===== src/rtl/otter_branch_predictor_if.sv =====
// Fetch/execute/performance signal bundle for otter_branch_predictor.
//   master : pipeline side. Drives the fetch PC, the resolved-branch update
//            and the flush. Receives the prediction, the redirect and the counters.
//   slave  : predictor side. It uses the opposite directions.
// Signal names are the same as the predictor's external port names.
interface otter_branch_predictor_if #(
  parameter int CNT_WIDTH = 32
);
  logic                 LOOKUP_EN;
  logic [31:0]          PC_F;
  logic                 PRED_TAKEN_F;
  logic [31:0]          PRED_TARGET_F;
  logic                 UPD_VALID;
  logic [31:0]          UPD_PC;
  logic                 UPD_IS_JUMP;
  logic                 UPD_TAKEN;
  logic [31:0]          UPD_TARGET;
  logic                 UPD_PRED_TAKEN;
  logic [31:0]          UPD_PRED_TARGET;
  logic                 FLUSH_ALL;
  logic                 MISPREDICT_E;
  logic [31:0]          REDIRECT_PC_E;
  logic [CNT_WIDTH-1:0] LOOKUP_CNT;
  logic [CNT_WIDTH-1:0] MISPRED_CNT;

  modport master (
    output LOOKUP_EN, PC_F, UPD_VALID, UPD_PC, UPD_IS_JUMP, UPD_TAKEN,
           UPD_TARGET, UPD_PRED_TAKEN, UPD_PRED_TARGET, FLUSH_ALL,
    input  PRED_TAKEN_F, PRED_TARGET_F, MISPREDICT_E, REDIRECT_PC_E,
           LOOKUP_CNT, MISPRED_CNT
  );

  modport slave (
    input  LOOKUP_EN, PC_F, UPD_VALID, UPD_PC, UPD_IS_JUMP, UPD_TAKEN,
           UPD_TARGET, UPD_PRED_TAKEN, UPD_PRED_TARGET, FLUSH_ALL,
    output PRED_TAKEN_F, PRED_TARGET_F, MISPREDICT_E, REDIRECT_PC_E,
           LOOKUP_CNT, MISPRED_CNT
  );
endinterface


===== src/rtl/otter_branch_predictor.sv =====
// Direct-mapped branch target buffer with saturating direction counters.
//   CLK   : rising-edge clock.
//   RESET : synchronous, active high. It clears valid bits, direction
//           counters and the performance counters.
//   bp    : slave side of otter_branch_predictor_if.
//           - Fetch side: PC_F is looked up combinationally, which gives
//             PRED_TAKEN_F and PRED_TARGET_F.
//           - Execute side: UPD_* trains the table. MISPREDICT_E and
//             REDIRECT_PC_E are driven combinationally.
//           - FLUSH_ALL invalidates every entry.
//           - LOOKUP_CNT and MISPRED_CNT are the saturating performance counters.
module otter_branch_predictor #(
  parameter int ENTRIES   = 16,
  parameter int CTR_BITS  = 2,
  parameter int CNT_WIDTH = 32
) (
  input logic CLK,
  input logic RESET,
  otter_branch_predictor_if.slave bp
);
  localparam int IDX   = $clog2(ENTRIES);
  localparam int TAG_W = 30 - IDX;
  localparam logic [CTR_BITS-1:0]  CTR_MAX  = '1;
  localparam logic [CTR_BITS-1:0]  CTR_WEAK = CTR_BITS'(1) << (CTR_BITS - 1);
  localparam logic [CNT_WIDTH-1:0] CNT_MAX  = '1;

  // Read-side views of the per-entry storage. These are assembled from the
  // generate blocks below.
  logic [ENTRIES-1:0]  valid_vec;
  logic [ENTRIES-1:0]  is_jump_vec;
  logic [TAG_W-1:0]    tag_vec    [ENTRIES];
  logic [31:0]         target_vec [ENTRIES];
  logic [CTR_BITS-1:0] ctr_vec    [ENTRIES];

  // Fetch-side lookup. The read is combinational from registered state, so a
  // same-cycle update only becomes visible after the edge.
  logic [IDX-1:0]   f_idx;
  logic [TAG_W-1:0] f_tag;
  logic             f_hit;
  logic             f_taken;

  assign f_idx   = bp.PC_F[IDX+1:2];
  assign f_tag   = bp.PC_F[31:IDX+2];
  assign f_hit   = valid_vec[f_idx] && (tag_vec[f_idx] == f_tag);
  assign f_taken = f_hit && (is_jump_vec[f_idx] || ctr_vec[f_idx][CTR_BITS-1]);

  assign bp.PRED_TAKEN_F  = f_taken;
  assign bp.PRED_TARGET_F = f_taken ? target_vec[f_idx] : bp.PC_F + 32'd4;

  // Execute-side misprediction check.
  logic mispredict;

  assign mispredict = bp.UPD_VALID &&
                      ((bp.UPD_PRED_TAKEN != bp.UPD_TAKEN) ||
                       (bp.UPD_TAKEN && (bp.UPD_PRED_TARGET != bp.UPD_TARGET)));

  assign bp.MISPREDICT_E  = mispredict;
  assign bp.REDIRECT_PC_E = (bp.UPD_VALID && bp.UPD_TAKEN) ? bp.UPD_TARGET
                                                           : bp.UPD_PC + 32'd4;

  // Training decision. This logic computes the new contents of the single
  // entry that is addressed by UPD_PC.
  logic [IDX-1:0]      u_idx;
  logic [TAG_W-1:0]    u_tag;
  logic                u_hit;
  logic                wr_en;
  logic [31:0]         wr_target;
  logic [CTR_BITS-1:0] wr_ctr;
  logic                wr_jump;

  assign u_idx = bp.UPD_PC[IDX+1:2];
  assign u_tag = bp.UPD_PC[31:IDX+2];
  assign u_hit = valid_vec[u_idx] && (tag_vec[u_idx] == u_tag);

  always_comb begin
    wr_en     = 1'b0;
    wr_target = target_vec[u_idx];
    wr_ctr    = ctr_vec[u_idx];
    wr_jump   = is_jump_vec[u_idx];
    if (bp.UPD_VALID && !bp.FLUSH_ALL) begin
      if (u_hit && !bp.UPD_IS_JUMP) begin
        // The update is a conditional branch that hits an existing entry.
        // The direction counter moves one step and saturates at both ends.
        wr_en = 1'b1;
        if (bp.UPD_TAKEN) begin
          wr_target = bp.UPD_TARGET;
          if (ctr_vec[u_idx] != CTR_MAX) begin
            wr_ctr = ctr_vec[u_idx] + 1'b1;
          end
        end else if (ctr_vec[u_idx] != '0) begin
          wr_ctr = ctr_vec[u_idx] - 1'b1;
        end
      end else if (u_hit || bp.UPD_TAKEN) begin
        // This branch covers two cases: a jump that hits, and a taken
        // instruction that misses. Both cases rewrite the whole entry.
        wr_en     = 1'b1;
        wr_target = bp.UPD_TARGET;
        wr_jump   = bp.UPD_IS_JUMP;
        wr_ctr    = bp.UPD_IS_JUMP ? CTR_MAX : CTR_WEAK;
      end
    end
  end

  // Per-entry storage. Only valid and ctr are reset. A cleared valid bit
  // masks the other fields, so tag, target and is_jump need no reset.
  for (genvar gi = 0; gi < ENTRIES; gi++) begin : g_entry
    logic                valid_reg;
    logic                is_jump_reg;
    logic [TAG_W-1:0]    tag_reg;
    logic [31:0]         target_reg;
    logic [CTR_BITS-1:0] ctr_reg;

    always_ff @(posedge CLK) begin
      if (RESET) begin
        valid_reg <= 1'b0;
        ctr_reg   <= '0;
      end else if (bp.FLUSH_ALL) begin
        valid_reg <= 1'b0;
      end else if (wr_en && (u_idx == IDX'(gi))) begin
        valid_reg   <= 1'b1;
        tag_reg     <= u_tag;
        target_reg  <= wr_target;
        ctr_reg     <= wr_ctr;
        is_jump_reg <= wr_jump;
      end
    end

    assign valid_vec[gi]   = valid_reg;
    assign is_jump_vec[gi] = is_jump_reg;
    assign tag_vec[gi]     = tag_reg;
    assign target_vec[gi]  = target_reg;
    assign ctr_vec[gi]     = ctr_reg;
  end

  // Saturating performance counters. A flush does not affect them.
  logic [CNT_WIDTH-1:0] lookup_cnt_reg;
  logic [CNT_WIDTH-1:0] mispred_cnt_reg;

  always_ff @(posedge CLK) begin
    if (RESET) begin
      lookup_cnt_reg  <= '0;
      mispred_cnt_reg <= '0;
    end else begin
      if (bp.LOOKUP_EN && (lookup_cnt_reg != CNT_MAX)) begin
        lookup_cnt_reg <= lookup_cnt_reg + 1'b1;
      end
      if (mispredict && (mispred_cnt_reg != CNT_MAX)) begin
        mispred_cnt_reg <= mispred_cnt_reg + 1'b1;
      end
    end
  end

  assign bp.LOOKUP_CNT  = lookup_cnt_reg;
  assign bp.MISPRED_CNT = mispred_cnt_reg;
endmodule


===== src/flat_wrapper.sv =====
// flat-port wrapper written by rule: the top's interface ports become plain ports
module otter_branch_predictor_flat 
#(
  parameter int ENTRIES   = 16,
  parameter int CTR_BITS  = 2,
  parameter int CNT_WIDTH = 32
)
  (CLK, RESET, bp_LOOKUP_EN, bp_PC_F, bp_UPD_VALID, bp_UPD_PC, bp_UPD_IS_JUMP, bp_UPD_TAKEN, bp_UPD_TARGET, bp_UPD_PRED_TAKEN, bp_UPD_PRED_TARGET, bp_FLUSH_ALL, bp_PRED_TAKEN_F, bp_PRED_TARGET_F, bp_MISPREDICT_E, bp_REDIRECT_PC_E, bp_LOOKUP_CNT, bp_MISPRED_CNT);
  otter_branch_predictor_if #(.CNT_WIDTH(CNT_WIDTH)) bp_i ();
  input logic CLK;
  input logic RESET;
  input wire logic [$bits(bp_i.LOOKUP_EN)-1:0] bp_LOOKUP_EN;
  input wire logic [$bits(bp_i.PC_F)-1:0] bp_PC_F;
  input wire logic [$bits(bp_i.UPD_VALID)-1:0] bp_UPD_VALID;
  input wire logic [$bits(bp_i.UPD_PC)-1:0] bp_UPD_PC;
  input wire logic [$bits(bp_i.UPD_IS_JUMP)-1:0] bp_UPD_IS_JUMP;
  input wire logic [$bits(bp_i.UPD_TAKEN)-1:0] bp_UPD_TAKEN;
  input wire logic [$bits(bp_i.UPD_TARGET)-1:0] bp_UPD_TARGET;
  input wire logic [$bits(bp_i.UPD_PRED_TAKEN)-1:0] bp_UPD_PRED_TAKEN;
  input wire logic [$bits(bp_i.UPD_PRED_TARGET)-1:0] bp_UPD_PRED_TARGET;
  input wire logic [$bits(bp_i.FLUSH_ALL)-1:0] bp_FLUSH_ALL;
  output wire logic [$bits(bp_i.PRED_TAKEN_F)-1:0] bp_PRED_TAKEN_F;
  output wire logic [$bits(bp_i.PRED_TARGET_F)-1:0] bp_PRED_TARGET_F;
  output wire logic [$bits(bp_i.MISPREDICT_E)-1:0] bp_MISPREDICT_E;
  output wire logic [$bits(bp_i.REDIRECT_PC_E)-1:0] bp_REDIRECT_PC_E;
  output wire logic [$bits(bp_i.LOOKUP_CNT)-1:0] bp_LOOKUP_CNT;
  output wire logic [$bits(bp_i.MISPRED_CNT)-1:0] bp_MISPRED_CNT;
  assign bp_i.LOOKUP_EN = bp_LOOKUP_EN;
  assign bp_i.PC_F = bp_PC_F;
  assign bp_i.UPD_VALID = bp_UPD_VALID;
  assign bp_i.UPD_PC = bp_UPD_PC;
  assign bp_i.UPD_IS_JUMP = bp_UPD_IS_JUMP;
  assign bp_i.UPD_TAKEN = bp_UPD_TAKEN;
  assign bp_i.UPD_TARGET = bp_UPD_TARGET;
  assign bp_i.UPD_PRED_TAKEN = bp_UPD_PRED_TAKEN;
  assign bp_i.UPD_PRED_TARGET = bp_UPD_PRED_TARGET;
  assign bp_i.FLUSH_ALL = bp_FLUSH_ALL;
  assign bp_PRED_TAKEN_F = bp_i.PRED_TAKEN_F;
  assign bp_PRED_TARGET_F = bp_i.PRED_TARGET_F;
  assign bp_MISPREDICT_E = bp_i.MISPREDICT_E;
  assign bp_REDIRECT_PC_E = bp_i.REDIRECT_PC_E;
  assign bp_LOOKUP_CNT = bp_i.LOOKUP_CNT;
  assign bp_MISPRED_CNT = bp_i.MISPRED_CNT;
  otter_branch_predictor #(.ENTRIES(ENTRIES), .CTR_BITS(CTR_BITS), .CNT_WIDTH(CNT_WIDTH)) u_core (.CLK(CLK), .RESET(RESET), .bp(bp_i));
endmodule

===== config.mk =====
export PLATFORM = sky130hd
export DESIGN_NAME = otter_branch_predictor_flat
export DESIGN_NICKNAME = d
export VERILOG_FILES = /design/src/rtl/otter_branch_predictor_if.sv /design/src/rtl/otter_branch_predictor.sv /design/src/flat_wrapper.sv
export SDC_FILE = /design/constraint.sdc
export NUM_CORES = 2
export LEC_CHECK = 0
export ABC_CLOCK_PERIOD_IN_PS = 5600
export CORE_MARGIN = 1
export CORE_UTILIZATION = 55
export DETAILED_ROUTE_END_ITERATION = 8
export PLACE_DENSITY = 0.76
export SYNTH_ARGS = -nofsm -noshare
export SYNTH_HDL_FRONTEND = slang
export SYNTH_SLANG_ARGS = --single-unit

===== constraint.sdc =====
create_clock -name CLK -period 5.6 [get_ports CLK]
set_input_delay 1.12 -clock CLK [delete_from_list [all_inputs] [get_ports CLK]]
set_output_delay 1.12 -clock CLK [all_outputs]
set_load 0.05 [all_outputs]

# [Word-level counts from Yosys, hierarchy flattened]
# Cells that the tools add are included.
[classes] n_addsub=6 magnitude_cmp=4 n_eq_ne=22 muxes=45 bitwise_logic=4 n_reduce_logical=66
[ops] op="$mux 32" count=10
[ops] op="$bmux 32 s4" count=2
[ops] op="$bmux 26 s4" count=2
[ops] op="$mux 26" count=4
[ops] op="$add 32x1->32 const B" count=2
[ops] op="$add 32x3->32 const B" count=2
[ops] op="$ne 32x32->1 const B" count=2
[ops] op="$eq 26x26->1" count=2
[ops] op="$reduce_and 3->1" count=16
[ops] op="$eq 4x4->1 const B" count=8
[ops] op="$ne 32x32->1" count=1
[ops] op="$reduce_and 2->1" count=16
[ops] op="$logic_and 1x1->1" count=26
[ops] op="$mux 2" count=10
[ops] op="$bmux 1 s4" count=4
[ops] op="$bmux 2 s4" count=2
[ops] op="$eq 4x3->1 const B" count=4
[ops] op="$mux 1" count=11
[ops] op="$ge 5x5->1 const B" count=2
[ops] op="$lt 4x5->1 const B" count=2
[ops] op="$not 4->5" count=2
[ops] op="$eq 4x2->1 const B" count=2
[ops] op="$eq 4x1->1 const B" count=1
[ops] op="$logic_not 4->1" count=1
[ops] op="9 further kinds" count=13
[word_totals] ff_bits=1056

# [Longest topological paths before layout]
[depth] depth_word=12 ltp_mapped=17 depth_no_buf=10

# [Worst setup path before layout]
# Ideal clock, no wire load.
[synth_path] path_type="in2out" startpoint="input bp_PC_F[2]" endpoint="output bp_PRED_TARGET_F[2]" arrival_ns=4.838 required_ns=4.480 path_slack_ns=-0.358 path_stages=10 path_buffers=3 path_cell_list="clkbuf_1 -> buf_1 -> mux4_2 -> mux4_2 -> xnor2_1 -> nand4_1 -> nor4_1 -> nand4_1 -> clkbuf_1 -> a21oi_1"
[synth_between] elab_chain_len=8
[synth_lines] element="start, declared" line_no="flat_wrapper.sv:13" text="input wire logic [$bits(bp_i.PC_F)-1:0] bp_PC_F;"
[synth_lines] element="$not 4->5 (implied by the code)" line_no="otter_branch_predictor.sv:44, otter_branch_predictor.sv:45, otter_branch_predictor.sv:48"
[synth_lines] element="$bmux 26 s4" line_no="otter_branch_predictor.sv:44" text="assign f_hit = valid_vec[f_idx] && (tag_vec[f_idx] == f_tag);"
[synth_lines] element="$mux 26 (implied by the code) (2 in series)" line_no="otter_branch_predictor.sv:44"
[synth_lines] element="$eq 26x26->1" line_no="otter_branch_predictor.sv:44"
[synth_lines] element="$logic_and 1x1->1" line_no="otter_branch_predictor.sv:44"
[synth_lines] element="$logic_and 1x1->1" line_no="otter_branch_predictor.sv:45" text="assign f_taken = f_hit && (is_jump_vec[f_idx] || ctr_vec[f_idx][CTR_BITS-1]);"
[synth_lines] element="$mux 32 (*)" line_no="otter_branch_predictor.sv:48" text="assign bp.PRED_TARGET_F = f_taken ? target_vec[f_idx] : bp.PC_F + 32'd4;"
[synth_lines] element="end, declared" line_no="flat_wrapper.sv:23" text="output wire logic [$bits(bp_i.PRED_TARGET_F)-1:0] bp_PRED_TARGET_F;"
# Every way passes the cells marked *; elsewhere a longest branch is shown, timed or not. The select of a mux whose other input is x is not followed.

# [Worst setup path after layout]
[layout_path] startpoint="input bp_PC_F[2]" endpoint="output bp_PRED_TARGET_F[7]"
# The elaborated chain is that of the path after synthesis.

==> results.sh <==
export IMPL_dp_cells=4553
export IMPL_core_area_um2=93190
export IMPL_synth_top_area_frac=0.5480
export IMPL_worst_path_max_fanout=17
export IMPL_r2r_slack_ps=1160
export IMPL_synth_ff_type="edfxtp_1"
export IMPL_r2r_start="u_core.g_entry[15].tag_reg[3]"
export IMPL_fmax_ghz=0.1797
export IMPL_routed_via_density=7.126
export IMPL_drt_iter0_drc=5558
export IMPL_rows=112
export IMPL_hpwlAfterDp_mm=112.9
export IMPL_io_pins=266
export IMPL_hold_path_class="reg -> reg"
export IMPL_largest_reg_flops=512
export IMPL_synthMostInstantiatedCell="edfxtp_1"
export IMPL_numCtsBuffers=107
export IMPL_worstSetupEndpointType="primary output"
export IMPL_power_leakage_nw=20.37
export IMPL_yosysTopAreaCell="edfxtp_1"
export IMPL_status="finished, final reports clean"
export IMPL_grt_max_degree=70
export IMPL_avgSynthCellArea_um2=17.57
export IMPL_routed_wl_mm=170.0
export IMPL_met3_usage=0.1082
export IMPL_wl_per_cell_um=35.69
export IMPL_cts_tree="built"
export IMPL_met1_usage=0.4785
export IMPL_track_usage=0.3588
export IMPL_finalSetupViolations=0
export IMPL_slew_violations=0
export IMPL_tightest_slew_ps=1237
export IMPL_die_area_um2=95280
export IMPL_dpl_instance_area_um2=59120
export IMPL_synth_area_leaders="edfxtp_1, mux4_2, dfxtp_1"
export IMPL_worst_r2r_endpoint="u_core.g_entry[8].target_reg[14]"
export IMPL_min_period_ps=5566
export IMPL_arrival_ps=4450
export IMPL_cts_hold_buf=0
export IMPL_fp_dieW_um=308.7
export IMPL_crit_type="in -> out"
export IMPL_numPortBuffers=265
export IMPL_maxSlewHeadroom=0.1667
export IMPL_cts_sinks=1056
export IMPL_fin_hold_ws_ps=507.9
export IMPL_syn_area_um2=51730
export IMPL_area_growth_pct=21.24
export IMPL_drive_above_1_share=0.3396
export IMPL_num_fill_cells=5967
export IMPL_whs_path_depth=2
export IMPL_synth_common_cells="edfxtp_1, mux4_2, clkbuf_1"
export IMPL_grt_overflow_total=0
export IMPL_vias=33946
export IMPL_clockBufferDepth=3
export IMPL_antenna_left=0
export IMPL_met2_usage=0.5512
export IMPL_crit_start="bp_PC_F[2]"
export IMPL_dieHeight_um=308.7
export IMPL_path_clk_slew_ps=60
export IMPL_grt_pass1_vias=34142
export IMPL_clkLatencyLatePin_ps=700
export IMPL_layout_nets=3561
export IMPL_period_share=0.9939
export IMPL_p_per_area_nw_per_um2=282.5
export IMPL_irDropWorstVdd_mv=0.2880
export IMPL_ys_seq_area_frac=0.5914
export IMPL_drv_cap=0
export IMPL_fin_area_um2=62720
export IMPL_antenna_found_initial=8
export IMPL_clockRootBuffer="clkbuf_16"
export IMPL_stdcell_count=4764
export IMPL_yosysWarnings=0
export IMPL_ys_async_sr_fraction=0
export IMPL_synth_seq_cells=1056
export IMPL_synth_edf_count=944
export IMPL_synth_cell_type_count=78
export IMPL_hold_viol=0
export IMPL_reg2reg_depth=12
export IMPL_start_util=0.5551
export IMPL_grt_pass1_wl_mm=241.8
export IMPL_drt_first_pass_iters=6
export IMPL_required_ps=4480
export IMPL_startpoint_type="input port"
export IMPL_htreeDepth=3
export IMPL_drcViolationCount=0
export IMPL_synthCells=2944
export IMPL_busiest_layer="met2"
export IMPL_clock_skew_ps=42.26
export IMPL_final_util=0.6730
export IMPL_syn_nets=3087
export IMPL_place_gp_congestion=1.004
export IMPL_endpoint="bp_PRED_TARGET_F[7]"
[critical path: stages]
cell	delay (ps)
buf_12	180
buf_16	200
mux4_2	530
mux4_2	530
xnor2_2	200
nand4_1	240
nor4_2	240
buf_4	170
nand4_1	120
buf_4	200
buf_6	200
mux2_2	320
buf_12	150
[power breakdown]
group          internal, W  switching [W]  leakage (nW)
Sequential         0.00868      0.0000152          9.39
Combinational     0.000870        0.00118          9.34
Clock              0.00392        0.00305          1.64
[cells by family after synthesis]
logic type | after synthesis | share of synthesized area
simple gates | 479 | 0.04671
xor+xnor | 189 | 0.03200
compound gates | 224 | 0.03123
flops | 1056 | 0.5914
mux | 700 | 0.2715
buf+inv | 288 | 0.02535
fa+ha+maj | 8 | 0.001887
[cells in the final DEF (no fill, tap or decap), types with 50 or more instances in the layout]
| cell type | netlist | layout |
|---|---|---|
| buf_12 | 0 | 162 |
| buf_4 | 11 | 206 |
| clkbuf_16 | 0 | 112 |
| clkdlybuf4s50_1 | 0 | 192 |
| dfxtp_1 | 112 | 112 |
| edfxtp_1 | 944 | 944 |
| inv_1 | 80 | 64 |
| mux2_2 | 59 | 59 |
| mux2i_1 | 63 | 63 |
| mux4_2 | 554 | 554 |
| nand2_1 | 114 | 114 |
| nand3_1 | 90 | 90 |
| nor2_1 | 111 | 111 |
| o21ai_0 | 59 | 50 |
| xnor2_1 | 99 | 96 |
| xor2_1 | 90 | 90 |
[per-stage QoR]
stage | setup slack [ps] | power [W] | setup TNS (ps)
2_1_floorplan | -60.36 | 0.009987 | -60.36
3_3_place_gp | 46.99 | 0.01080 | 0
3_5_place_dp | 4.696 | 0.01084 | 0
4_1_cts | 9.576 | 0.01770 | 0
5_1_grt | -50.88 | 0.01810 | -1100
6_report | 33.92 | 0.01772 | 0
[worst min path at each step]
| stage | start | end | slack [ps] |
|---|---|---|---|
| after CTS | u_core.bp.MISPRED_CNT[15] | u_core.bp.MISPRED_CNT[15] | 510 |
| after floorplan | u_core.g_entry[10].valid_reg | u_core.g_entry[10].valid_reg | 480 |
| final | u_core.bp.MISPRED_CNT[15] | u_core.bp.MISPRED_CNT[15] | 510 |
| after global routing | u_core.bp.MISPRED_CNT[17] | u_core.bp.MISPRED_CNT[17] | 560 |
| after global placement | u_core.bp.MISPRED_CNT[17] | u_core.bp.MISPRED_CNT[17] | 480 |
| after detailed placement | u_core.bp.MISPRED_CNT[15] | u_core.bp.MISPRED_CNT[15] | 500 |
[area by class of cell]
class	count	area, um2	share of cell area
diodes	3	7.507	0.0001197
clock buffers	134	2853	0.04549
clock inverters	64	508.0	0.008100
inverters	81	366.6	0.005845
multi-input cells	1600	19870	0.3167
flip-flops and latches	1056	30590	0.4877
well taps	1254	1569	0.02502
repair buffers	572	6958	0.1109
[per-layer routing]
layer  wire, um  share of wire  up-vias
met4       7796          0.046       14
li1           -              -    13155
met3      24120           0.14      428
met1      58710           0.35    17449
met2      79250           0.47     2900
met5        143        0.00084        -
[what timing repair did]
action                     in CTS  in global routing
setup buffers                   0                  6
gates cloned                    1                  3
pin swaps                       0                  4
setup endpoints to repair      31                 32
resized for setup               1                 10
Note: power is estimated with default switching activity, not from simulation.
